$ cat config.mk
export PLATFORM = sky130hd
export DESIGN_NAME = seq_chk_timer
export DESIGN_NICKNAME = d
export VERILOG_FILES = /design/src/rtl/seq_chk_timer.sv
export SDC_FILE = /design/constraint.sdc
export NUM_CORES = 1
export LEC_CHECK = 0
export CORE_AREA = 4 4 41 43
export DETAILED_ROUTE_END_ITERATION = 8
export DIE_AREA = 0 0 45 47
export HOLD_SLACK_MARGIN = 0.02
export MAX_ROUTING_LAYER = met4
export PLACE_DENSITY = 0.4
export SETUP_SLACK_MARGIN = 0.15
export SLEW_MARGIN = 20
export SYNTH_ARGS = -nofsm -noshare
export SYNTH_HDL_FRONTEND = slang
export SYNTH_SLANG_ARGS = --single-unit
$ cat constraint.sdc
create_clock -name clk -period 1.1 [get_ports clk]
set_input_delay 0.275 -clock clk [delete_from_list [all_inputs] [get_ports clk]]
set_output_delay 0.275 -clock clk [all_outputs]
set_load 0.05 [all_outputs]
$ cat src/rtl/seq_chk_timer.sv
// Stall timer: counts idle cycles between valid samples, clearable.
// Latency: count updates on the clock edge; expire_o is a decode of the register.
// Ports: clk/rst (sync active-high), clr_i restart at zero, en_i count one idle
//        cycle, expire_o high once TIMEOUT-1 idle cycles have been counted.
module seq_chk_timer #(
  parameter int TIMEOUT = 16
) (
  input  logic clk,
  input  logic rst,
  input  logic clr_i,
  input  logic en_i,
  output logic expire_o
);

  localparam int            TW   = $clog2(TIMEOUT);
  localparam logic [TW-1:0] LAST = TW'(TIMEOUT - 1);

  logic [TW-1:0] cnt_q, cnt_d;

  // Clear has priority over counting; the count parks at LAST so it can
  // never wrap back to zero and hide a stall.
  always_comb begin
    cnt_d = cnt_q;
    if (clr_i) begin
      cnt_d = '0;
    end else if (en_i && (cnt_q != LAST)) begin
      cnt_d = cnt_q + 1'b1;
    end
  end

  always_ff @(posedge clk) begin
    if (rst) begin
      cnt_q <= '0;
    end else begin
      cnt_q <= cnt_d;
    end
  end

  assign expire_o = (cnt_q == LAST);

endmodule

==> results_dict.tcl <==
set metrics [dict create \
    h-tree-depth 1 \
    cellLeakagePower_nw 0.193 \
    crit_required_ns 0.82 \
    die_area_sq_um 2120 \
    die_h_microns 47 \
    clock_skew_ns 0.00260 \
    maxSlewViolCount 0 \
    netlist.area_leader.share_pct 37.9 \
    ys_types 16 \
    reg2reg_to "cnt_q[3]$_SDFFE_PP0P_" \
    cts_made_buffers 3 \
    wire_per_inst_microns 9.38 \
    synth.avg_cell_area_sq_um 9.61 \
    core_area_sq_um 1300 \
    p_int_w 0.000297 \
    ys_warn_count 0 \
    final_common_cell "buf_4" \
    clock-sinks 4 \
    min_period_ns 1.31 \
    yosysTopAreaCell "dfxtp_1" \
    drtPass1Iterations 3 \
    clkPwrFrac_pct 48.2 \
    vias 240 \
    yosys-mux-area-fraction_pct 0 \
    tritoncts "yes" \
    synth_top_family_by_area "compound AO/OA/AOI/OAI gates" \
    drc_errors 0 \
    regMostFlops "cnt_q" \
    min_to "cnt_q[3]$_SDFFE_PP0P_" \
    slew_headroom_pct 86.3 \
    insertion_delay_ns 0.23 \
    synth_compound_area_share_pct 27.2 \
    power_frac_comb_pct 11.2 \
    largest_reg_flops 4 \
    dieWidth_microns 45 \
    drtAntennaViolNets 0 \
    port_buffers 4 \
    cp_max_fo 3 \
    drt-vias-per-instance 4.36 \
    routed_wl_microns 516 \
    reg2reg_depth 7 \
    setup_viol 4 \
    r2r_setup_slack_ns -0.13 \
    grt_pass1_wl_microns 986 \
    reg.largest.list "cnt_q: 4 flops" \
    final_cell_mix "10 x buf_4, 3 x clkbuf_4" \
    grt_usage_pct 7.27 \
    min_from "rst" \
    overflow 0 \
    powerDensity_nw_per_um2 882 \
    ys_seq_area_share_pct 37.9 \
    root_buffer "clkbuf_4" \
    crit_arrival_ns 1.03 \
    cp-end-kind "output pin" \
    p_sw_w 0.0000764 \
    start_util_pct 16.3 \
    cp-start-kind "flop" \
    drive_gt1_share_pct 57.5 \
    synthAdderAreaFrac_pct 5.92 \
    tightestPinTransition_ns 0.203 \
    antenna_found_initial 0 \
    synth_nets 27 \
    period_share_pct 119 \
    status "finished, violations left" \
    dpl.hpwl_microns 413 \
    switching_share_pct 20.5 \
    rsz0062_at_grt "true" \
    diodes 0 \
    clkSlewWorstSetupHoldPaths_ns 0.04 \
    hold_path.class "input port to flop" \
    grt_start_max_net_pins 6 \
    ys_seq_elements 4 \
    cts-hold-fix-buffers 0 \
    row_count 13 \
    synthTopCellsByArea "dfxtp_1 38%, nand4b_1 8.3%, o41ai_2 7.7%, ha_1 5.9%, o211ai_2 5.9%" \
    critPathLaunch "cnt_q[1]$_SDFFE_PP0P_" \
    placed_cells 50 \
    cap_violations 0 \
    fin_ws_ns -0.210 \
    syn_to_final_growth_pct 100 \
    path_class "flop to output pin" \
    hold_depth 3 \
    r2r-start "cnt_q[1]$_SDFFE_PP0P_" \
    grt_pass1_vias 232 \
    syn_area_sq_um 211 \
    synth_xor_area_share_pct 0 \
    fmax_mhz 764 \
    drt_iter0_markers 3 \
    dp_slack_ns -0.259 \
    violations "setup timing" \
    seq_power_share_pct 40.6 \
    num-nets-final 47 \
    ctsLongestPathBuffers 2 \
    final_cells 55 \
    gp_congestion 0.779 \
    synthSimpleGateAreaFrac_pct 25.4 \
    max-vdd-ir-drop_v 0.000396 \
    io_pins 5 \
    hold_violations 0 \
    synth_cells 22 \
]
## cells by family (layout without fill, tap and decap cells)
logic type | count (synthesis) | in the layout
DFF | 4 | 4
adders and majority gates | 1 | 1
AOI/OAI and AO/OA | 6 | 6
buffers and inverters | 2 | 20
and+or+nand+nor | 9 | 9
## power by group through the flow
stage	combinational (W)	clock [W]	sequential [W]
5_1_grt	0.0000475	0.000203	0.000151
3_3_place_gp	0.0000440	0	0.000154
3_5_place_dp	0.0000446	0	0.000154
4_1_cts	0.0000437	0.000188	0.000151
6_report	0.0000418	0.000180	0.000151
2_1_floorplan	0.0000101	0	0.000154
## worst max-delay path, cell delays in order (launching register included)
cell     delay, ns
dfxtp_2       0.34
ha_4          0.16
nand3_4       0.10
inv_8         0.07
buf_12        0.12
## per-stage QoR
step           hold slack, ns  instance area [sq um]  setup TNS, ns  total power (W)  util [%]
2_1_floorplan           0.373                    241              0         0.000164         -
3_3_place_gp            0.572                    378         -0.710         0.000198      29.0
3_5_place_dp            0.559                    378         -0.756         0.000198      29.0
4_1_cts                 0.560                    407         -0.251         0.000384      31.3
5_1_grt                 0.362                    423         -0.661         0.000402      32.5
6_report                0.365                    423         -0.491         0.000373      32.5
## per-layer routing
layer / GRT usage [%] / up-vias / part of all wire, %
li1: - / 124 / -
met1: 8.22 / 108 / 47
met2: 8.76 / 6 / 44
met3: 3.83 / 2 / 7.6
met4: 7.02 / 0 / 1.7
met5: - / - / 0
## cell type report
class                      count  area [sq um]
tap                           15          18.8
fill                         145           878
multi-input combinational     16           144
sequential                     4          82.6
inverter                       2          15.0
timing repair buffer          15           140
clock buffer                   3          22.5
## synth_stat cells, drive strengths merged
library cell	number
dfxtp	4
inv	2
nand2	2
nand3	2
nand4b	2
nor2	2
o211ai	2
a21boi	1
a21oi	1
ha	1
nand4	1
o21ai	1
o41ai	1
## how the worst max path moves through the flow
stage / slack [ns] / to
after global placement: -0.25 / cnt_q[3]$_SDFFE_PP0P_
after CTS: -0.22 / expire_o
after detailed placement: -0.26 / cnt_q[3]$_SDFFE_PP0P_
after floorplan: 0.09 / cnt_q[3]$_SDFFE_PP0P_
after global routing: -0.26 / expire_o
final: -0.21 / expire_o
## timing repair
action,4_1_cts,5_1_grt
endpoints found under the setup margin,5,5
gates cloned,0,0
setup buffers,1,1
pin swaps,0,3
gates resized for setup,1,3
(Power assumes the default switching activity.)
